--- src/rtl/screen_region_iface_pkg.sv ---
// Shared types and defaults for the rectangle-draw responder.
package screen_region_iface_pkg;

  typedef enum logic [1:0] {
    S_IDLE  = 2'd0,
    S_READ  = 2'd1,
    S_WRITE = 2'd2,
    S_DONE  = 2'd3
  } state_e;

  localparam int SCREEN_SIZE_X_DEF = 160;
  localparam int SCREEN_SIZE_Y_DEF = 120;

endpackage

--- src/rtl/screen_region_iface_if.sv ---
// Client <-> responder rectangle-draw handshake bundle.
interface screen_region_iface_if #(
  parameter int WIDTH        = 8,
  parameter int COLOUR_WIDTH = 3
);
  logic                    start;
  logic [WIDTH-1:0]        x_min;
  logic [WIDTH-1:0]        y_min;
  logic [WIDTH-1:0]        x_range;
  logic [WIDTH-1:0]        y_range;
  logic [COLOUR_WIDTH-1:0] new_colour;
  logic [WIDTH-1:0]        screen_x;
  logic [WIDTH-1:0]        screen_y;
  logic [COLOUR_WIDTH-1:0] old_colour;
  logic                    done;
  logic                    busy;

  modport master (
    output start, x_min, y_min, x_range, y_range, new_colour,
    input  screen_x, screen_y, old_colour, done, busy
  );

  modport slave (
    input  start, x_min, y_min, x_range, y_range, new_colour,
    output screen_x, screen_y, old_colour, done, busy
  );
endinterface

--- src/rtl/screen_region_iface_region_counter.sv ---
// Loadable row-major x/y walker; positions and bounds kept one bit wider so
// rectangles running past the coordinate range never wrap.
module region_counter #(
  parameter int WIDTH = 8
) (
  input  logic             clock,
  input  logic             reset,
  input  logic             load,
  input  logic             advance,
  input  logic [WIDTH-1:0] x_min,
  input  logic [WIDTH-1:0] y_min,
  input  logic [WIDTH-1:0] x_range,
  input  logic [WIDTH-1:0] y_range,
  output logic [WIDTH:0]   x,
  output logic [WIDTH:0]   y,
  output logic             last
);
  logic [WIDTH:0] x_q, x_d;
  logic [WIDTH:0] y_q, y_d;
  logic [WIDTH:0] x_org_q, x_org_d;
  logic [WIDTH:0] x_end_q, x_end_d;
  logic [WIDTH:0] y_end_q, y_end_d;
  logic [WIDTH:0] x_next;
  logic [WIDTH:0] y_next;
  logic           row_end;

  always_comb begin
    x_next  = x_q + {{WIDTH{1'b0}}, 1'b1};
    y_next  = y_q + {{WIDTH{1'b0}}, 1'b1};
    row_end = (x_next == x_end_q);
    last    = row_end && (y_next == y_end_q);
    x_d     = x_q;
    y_d     = y_q;
    x_org_d = x_org_q;
    x_end_d = x_end_q;
    y_end_d = y_end_q;
    if (load) begin
      x_d     = {1'b0, x_min};
      y_d     = {1'b0, y_min};
      x_org_d = {1'b0, x_min};
      x_end_d = {1'b0, x_min} + {1'b0, x_range};
      y_end_d = {1'b0, y_min} + {1'b0, y_range};
    end else if (advance) begin
      if (row_end) begin
        x_d = x_org_q;
        y_d = y_next;
      end else begin
        x_d = x_next;
      end
    end else begin
      x_d = x_q;
    end
  end

  always_ff @(posedge clock) begin
    if (reset) begin
      x_q     <= {(WIDTH+1){1'b0}};
      y_q     <= {(WIDTH+1){1'b0}};
      x_org_q <= {(WIDTH+1){1'b0}};
      x_end_q <= {(WIDTH+1){1'b0}};
      y_end_q <= {(WIDTH+1){1'b0}};
    end else begin
      x_q     <= x_d;
      y_q     <= y_d;
      x_org_q <= x_org_d;
      x_end_q <= x_end_d;
      y_end_q <= y_end_d;
    end
  end

  assign x = x_q;
  assign y = y_q;
endmodule

--- src/rtl/screen_region_iface.sv ---
// Responder for the rectangle-draw handshake: walks the rectangle, reads the
// framebuffer per pixel, and plots the colour the client returns.
module screen_region_iface
  import screen_region_iface_pkg::*;
#(
  parameter int WIDTH         = 8,
  parameter int COLOUR_WIDTH  = 3,
  parameter int SCREEN_SIZE_X = SCREEN_SIZE_X_DEF,
  parameter int SCREEN_SIZE_Y = SCREEN_SIZE_Y_DEF
) (
  input  logic                    clock,
  input  logic                    reset,
  screen_region_iface_if.slave    bus,
  output logic [WIDTH-1:0]        fb_rd_x,
  output logic [WIDTH-1:0]        fb_rd_y,
  input  logic [COLOUR_WIDTH-1:0] fb_rd_data,
  output logic [WIDTH-1:0]        vga_x,
  output logic [WIDTH-1:0]        vga_y,
  output logic [COLOUR_WIDTH-1:0] vga_colour,
  output logic                    vga_plot
);
  localparam logic [WIDTH:0] X_LIMIT = (WIDTH+1)'(SCREEN_SIZE_X);
  localparam logic [WIDTH:0] Y_LIMIT = (WIDTH+1)'(SCREEN_SIZE_Y);

  state_e                  state_q, state_d;
  logic [WIDTH:0]          cnt_x, cnt_y;
  logic                    last_pixel;
  logic                    cnt_load, cnt_advance;
  logic                    zero_range, on_screen;
  logic [WIDTH-1:0]        vga_x_q, vga_x_d;
  logic [WIDTH-1:0]        vga_y_q, vga_y_d;
  logic [COLOUR_WIDTH-1:0] vga_colour_q, vga_colour_d;
  logic                    vga_plot_q, vga_plot_d;
  logic                    done_q, done_d;
  logic                    busy_q, busy_d;

  assign zero_range = (bus.x_range == {WIDTH{1'b0}}) || (bus.y_range == {WIDTH{1'b0}});
  assign on_screen  = (cnt_x < X_LIMIT) && (cnt_y < Y_LIMIT);

  region_counter #(.WIDTH(WIDTH)) u_region_counter (
    .clock   (clock),
    .reset   (reset),
    .load    (cnt_load),
    .advance (cnt_advance),
    .x_min   (bus.x_min),
    .y_min   (bus.y_min),
    .x_range (bus.x_range),
    .y_range (bus.y_range),
    .x       (cnt_x),
    .y       (cnt_y),
    .last    (last_pixel)
  );

  always_ff @(posedge clock) begin
    if (reset) begin
      state_q <= S_IDLE;
    end else begin
      state_q <= state_d;
    end
  end

  always_comb begin
    state_d = state_q;
    case (state_q)
      S_IDLE: begin
        if (bus.start) begin
          state_d = zero_range ? S_DONE : S_READ;
        end else begin
          state_d = S_IDLE;
        end
      end
      S_READ:  state_d = S_WRITE;
      S_WRITE: state_d = last_pixel ? S_DONE : S_READ;
      S_DONE:  state_d = S_IDLE;
      default: state_d = S_IDLE;
    endcase
  end

  // The plot strobe lands one edge after S_WRITE, so the last plot and done coincide.
  always_comb begin
    cnt_load     = (state_q == S_IDLE) && bus.start && !zero_range;
    cnt_advance  = (state_q == S_WRITE) && !last_pixel;
    vga_plot_d   = (state_q == S_WRITE) && on_screen;
    vga_x_d      = {WIDTH{1'b0}};
    vga_y_d      = {WIDTH{1'b0}};
    vga_colour_d = {COLOUR_WIDTH{1'b0}};
    if (vga_plot_d) begin
      vga_x_d      = cnt_x[WIDTH-1:0];
      vga_y_d      = cnt_y[WIDTH-1:0];
      vga_colour_d = bus.new_colour;
    end else begin
      vga_colour_d = {COLOUR_WIDTH{1'b0}};
    end
    done_d = (state_d == S_DONE);
    busy_d = (state_d != S_IDLE);
  end

  always_ff @(posedge clock) begin
    if (reset) begin
      vga_x_q      <= {WIDTH{1'b0}};
      vga_y_q      <= {WIDTH{1'b0}};
      vga_colour_q <= {COLOUR_WIDTH{1'b0}};
      vga_plot_q   <= 1'b0;
      done_q       <= 1'b0;
      busy_q       <= 1'b0;
    end else begin
      vga_x_q      <= vga_x_d;
      vga_y_q      <= vga_y_d;
      vga_colour_q <= vga_colour_d;
      vga_plot_q   <= vga_plot_d;
      done_q       <= done_d;
      busy_q       <= busy_d;
    end
  end

  assign bus.screen_x   = cnt_x[WIDTH-1:0];
  assign bus.screen_y   = cnt_y[WIDTH-1:0];
  assign bus.old_colour = (state_q == S_WRITE) ? fb_rd_data : {COLOUR_WIDTH{1'b0}};
  assign bus.done       = done_q;
  assign bus.busy       = busy_q;
  assign fb_rd_x        = cnt_x[WIDTH-1:0];
  assign fb_rd_y        = cnt_y[WIDTH-1:0];
  assign vga_x          = vga_x_q;
  assign vga_y          = vga_y_q;
  assign vga_colour     = vga_colour_q;
  assign vga_plot       = vga_plot_q;
endmodule
--- src/flat_wrapper.sv ---
// flat-port wrapper written by rule: the top's interface ports become plain ports
module screen_region_iface_flat import screen_region_iface_pkg::*;
#(
  parameter int WIDTH         = 8,
  parameter int COLOUR_WIDTH  = 3,
  parameter int SCREEN_SIZE_X = SCREEN_SIZE_X_DEF,
  parameter int SCREEN_SIZE_Y = SCREEN_SIZE_Y_DEF
)
  (clock, reset, fb_rd_x, fb_rd_y, fb_rd_data, vga_x, vga_y, vga_colour, vga_plot, bus_start, bus_x_min, bus_y_min, bus_x_range, bus_y_range, bus_new_colour, bus_screen_x, bus_screen_y, bus_old_colour, bus_done, bus_busy);
  screen_region_iface_if #(.WIDTH(WIDTH), .COLOUR_WIDTH(COLOUR_WIDTH)) bus_i ();
  input  logic clock;
  input  logic reset;
  output logic [WIDTH-1:0] fb_rd_x;
  output logic [WIDTH-1:0] fb_rd_y;
  input  logic [COLOUR_WIDTH-1:0] fb_rd_data;
  output logic [WIDTH-1:0] vga_x;
  output logic [WIDTH-1:0] vga_y;
  output logic [COLOUR_WIDTH-1:0] vga_colour;
  output logic vga_plot;
  input wire logic [$bits(bus_i.start)-1:0] bus_start;
  input wire logic [$bits(bus_i.x_min)-1:0] bus_x_min;
  input wire logic [$bits(bus_i.y_min)-1:0] bus_y_min;
  input wire logic [$bits(bus_i.x_range)-1:0] bus_x_range;
  input wire logic [$bits(bus_i.y_range)-1:0] bus_y_range;
  input wire logic [$bits(bus_i.new_colour)-1:0] bus_new_colour;
  output wire logic [$bits(bus_i.screen_x)-1:0] bus_screen_x;
  output wire logic [$bits(bus_i.screen_y)-1:0] bus_screen_y;
  output wire logic [$bits(bus_i.old_colour)-1:0] bus_old_colour;
  output wire logic [$bits(bus_i.done)-1:0] bus_done;
  output wire logic [$bits(bus_i.busy)-1:0] bus_busy;
  assign bus_i.start = bus_start;
  assign bus_i.x_min = bus_x_min;
  assign bus_i.y_min = bus_y_min;
  assign bus_i.x_range = bus_x_range;
  assign bus_i.y_range = bus_y_range;
  assign bus_i.new_colour = bus_new_colour;
  assign bus_screen_x = bus_i.screen_x;
  assign bus_screen_y = bus_i.screen_y;
  assign bus_old_colour = bus_i.old_colour;
  assign bus_done = bus_i.done;
  assign bus_busy = bus_i.busy;
  screen_region_iface #(.WIDTH(WIDTH), .COLOUR_WIDTH(COLOUR_WIDTH), .SCREEN_SIZE_X(SCREEN_SIZE_X), .SCREEN_SIZE_Y(SCREEN_SIZE_Y)) u_core (.clock(clock), .reset(reset), .bus(bus_i), .fb_rd_x(fb_rd_x), .fb_rd_y(fb_rd_y), .fb_rd_data(fb_rd_data), .vga_x(vga_x), .vga_y(vga_y), .vga_colour(vga_colour), .vga_plot(vga_plot));
endmodule
--- config.mk ---
export PLATFORM = sky130hd
export DESIGN_NAME = screen_region_iface_flat
export DESIGN_NICKNAME = d
export VERILOG_FILES = /design/src/rtl/screen_region_iface_pkg.sv /design/src/rtl/screen_region_iface_if.sv /design/src/rtl/screen_region_iface_region_counter.sv /design/src/rtl/screen_region_iface.sv /design/src/flat_wrapper.sv
export SDC_FILE = /design/constraint.sdc
export NUM_CORES = 1
export LEC_CHECK = 0
export CORE_MARGIN = 3
export CORE_UTILIZATION = 28
export CTS_CLUSTER_SIZE = 28
export DETAILED_ROUTE_END_ITERATION = 7
export PLACE_DENSITY = 0.56
export SYNTH_ARGS = -nofsm -noshare
export SYNTH_HDL_FRONTEND = slang
export SYNTH_SLANG_ARGS = --single-unit
--- constraint.sdc ---
create_clock -name clock -period 3.6 [get_ports clock]
set_input_delay 0.36 -clock clock [delete_from_list [all_inputs] [get_ports clock]]
set_output_delay 0.36 -clock clock [all_outputs]
set_load 0.05 [all_outputs]
==> summary.txt <==
Die ar.: 0.0159 sq mm
Max-cap violations: 0
Total track usage: 14.0%
Area growth syn-to-layout: 30.1%
Switching Fraction: 31.5%
Clock sink count: 68
Via Count: 3,587
Placement Rows: 43
P_int: 0.00169 W
Ys flop type: dfxtp_1
Pins over their slew limit: 0
Post-synthesis sequential area ratio: 33.6%
Peak Freq: 336 MHz
#FFs+latches synth: 68
Die Wd: 126 um
Drt pass-1 iters: 4
Remaining Overflow, GRT: 0
Post-synth EDFFs: 0
# port buffers: 97
# DRC: 0
Post-CTS Hold Buffers: 0
Net load switching power: 0.000780 W
Leading area contributor after synthesis: dfxtp_1
Worst Hold Class: reg2reg
Flop pwr share: 35.5%
DRT Wirelength: 11,200 um
Initial DRC count: 194
NumNets Final: 597
Fraction of layout cells with a size suffix above 1: 5.18%
First-pass GRT wire length: 18,000 um
Die H: 126 um
Setup violators final: 0
GPL Wtd Cong: 0.873
Ports: 98
Initial Util: 28.9%
Final worst path period need: 2.97 ns
Post-Syn Instances: 479
Post-CTS Setup Repair Bufs: 0
Filler cell count: 1,404
Outcome: finished clean
Slew HR: 55.0%
Critical path required time: 3.79 ns
CP arrival: 3.16 ns
Share of the synthesized area in the top cell type: 33.6%
Final Hold Vio Count: 0
Setup CP Type: reg2reg
Number of global-route vias before repair: 3,380
Clk root buf: clkbuf_16
Largest net degree at the start of global routing: 30
Ys Warns: 0
ANT cells: 0
Comb power frac: 26.5%
Post-DRT Antenna Nets: 0
Post-DP Area: 0.00495 sq mm
CTS tree: built
Dpl hpwl: 8490 um
Post-synth ARST share: 0%
Type of origin of the critical path: register
Num CTS Buffers: 9
Pleak: 1.97 nW
Clock power share: 38.0%
Setup crit end kind: register
Clock Latency Late Sink: 0.33 ns
Peak VDD IR: 0.210 mV
Initial antenna violation count: 0
Placed insts: 705
Post-Route Setup TNS: 0 ns
Mapped Area: 0.00405 sq mm
Cell with the most instances after synthesis: dfxtp_1
RSZ-0062 raised after global routing: no
Core Box Area: 0.0140 sq mm
Final Cell Area: 0.00527 sq mm
Tightest Pin Transition: 0.674 ns
Maximum level of the CTS H-tree: 3
WHS: 0.456 ns
Pwr dens: 470 mW/mm^2
Average wire per standard cell: 15.5 um
Crit share post-route: 82.6%
Clock-pin slew on the worst setup and hold paths: 0.06 ns
Yosys cell types: 55
Non-Filler Instances: 721
Net Count, Synth: 540
Top cells by area, synth: dfxtp_1 (34%), buf_4 (5.9%), ha_1 (5.6%)
Power Total: 0.00248 W
Max Fanout on Critical Path: 10
Post-CTS Resized: 0
Post-Syn Area per Cell: 8.45 sq um
Skew final: 0.00805 ns
Top cells by count, synth: dfxtp_1 (68), nand2_1 (48), buf_4 (32)
Max Root-Sink Buffers: 2
Drt via density: 4.98
path summary, 6_finish.rpt:
kind	start	endpoint	slack (ns)	depth (start not counted)
worst min register to register	u_core.u_region_counter.x_org_q[7]	u_core.u_region_counter.x_org_q[7]	0.46	2
worst max register to register	u_core.u_region_counter.x[0]	u_core.u_region_counter.x[2]	0.63	8
worst max-delay path	u_core.u_region_counter.x[0]	u_core.u_region_counter.x[2]	0.63	8
worst min-delay path	u_core.u_region_counter.x_org_q[7]	u_core.u_region_counter.x_org_q[7]	0.46	2
cell families (layout without fill, tap and decap cells):
group / count (synthesis) / count (layout) / synth area share [%]
fa+ha+maj: 20 / 20 / 6.56
other cells: 1 / 1 / 0.0927
buf+inv: 73 / 135 / 10.0
simple gates: 171 / 171 / 22.3
xor+xnor: 33 / 33 / 8.91
mux: 1 / 1 / 0.247
flops: 68 / 68 / 33.6
compound gates: 112 / 112 / 18.3
critical path, cell delays in order (launching register included):
cell and delay, ns:
dfxtp_1 0.53, ha_1 0.30, nand3_1 0.15, xnor2_1 0.18, nor4b_2 0.31, nand3_1 0.33, or3_1 0.61, a211oi_1 0.34
a311oi_1 0.08
metal layers:
metal | vias to the layer above | wire length (um) | GRT usage, %
met1 | 1683 | 5550 | 19.7
met4 | 0 | 189 | 4.92
met3 | 13 | 607 | 2.46
met2 | 104 | 4860 | 21.4
li1 | 1787 | - | -
met5 | - | 0 | 0
area by class of cell:
cell class | count | area [sq um] | area share (%)
Tap cell | 180 | 225 | 4.28
Timing Repair Buffer | 103 | 1020 | 19.3
Inverter | 16 | 60.1 | 1.14
Clock buffer | 12 | 246 | 4.68
Multi-Input combinational cell | 338 | 2280 | 43.4
Clock inverter | 4 | 72.6 | 1.38
Sequential cell | 68 | 1360 | 25.8
power by group through the flow:
stage                     Sequential, W  Clock, W  Combinational [W]
final                          0.000878  0.000942           0.000656
after global routing           0.000886  0.000986           0.000714
after CTS                      0.000877  0.000963           0.000657
after detailed placement       0.000893         0           0.000655
after global placement         0.000891         0           0.000652
after floorplan                0.000876         0           0.000497
cells in the final DEF (no fill, tap or decap), types with 3 or more instances in the layout:
master           synthesis  final
clkdlybuf4s50_1          0     97
dfxtp_1                 68     68
nand2_1                 48     48
a21oi_1                 30     30
nor2_1                  29     29
and2_1                  25     25
o21ai_0                 21     21
xnor2_1                 19     19
ha_1                    18     18
inv_1                   16     16
a311oi_1                12     12
a211oi_1                11     11
and3_1                   9      9
xor2_1                   9      9
nand3_1                  9      9
clkbuf_16                0      9
o31ai_1                  8      8
nor2b_1                  7      7
nor4_1                   7      7
nor3_1                   8      7
or4_1                    6      6
buf_4                   32      6
o2111ai_1                5      5
o211ai_1                 5      5
or3_1                    4      4
a31oi_1                  4      4
nand4_1                  4      4
and4_1                   4      4
xnor3_1                  3      3
a21boi_1                 3      3
metrics by stage:
stage / setup slack, ns / utilization [%]
6_report: 0.627 / 37.6
5_1_grt: 0.309 / 37.6
4_1_cts: 0.680 / 37.6
3_5_place_dp: 0.698 / 35.4
3_3_place_gp: 0.775 / 35.4
2_1_floorplan: 1.03 / -
sequential cells by signal, indices dropped and copies added, names as in the netlist:
signal,cells
u_core.vga_y,8
u_core.vga_x,8
u_core.vga_plot,1
u_core.vga_colour,3
u_core.u_region_counter.x_org_q,8
u_core.u_region_counter.y_end_q,9
u_core.u_region_counter.x,9
u_core.u_region_counter.x_end_q,9
u_core.bus.busy,1
u_core.bus.done,1
u_core.state_q,2
u_core.u_region_counter.y,9
No activity file was read; power rests on OpenSTA's default activity.
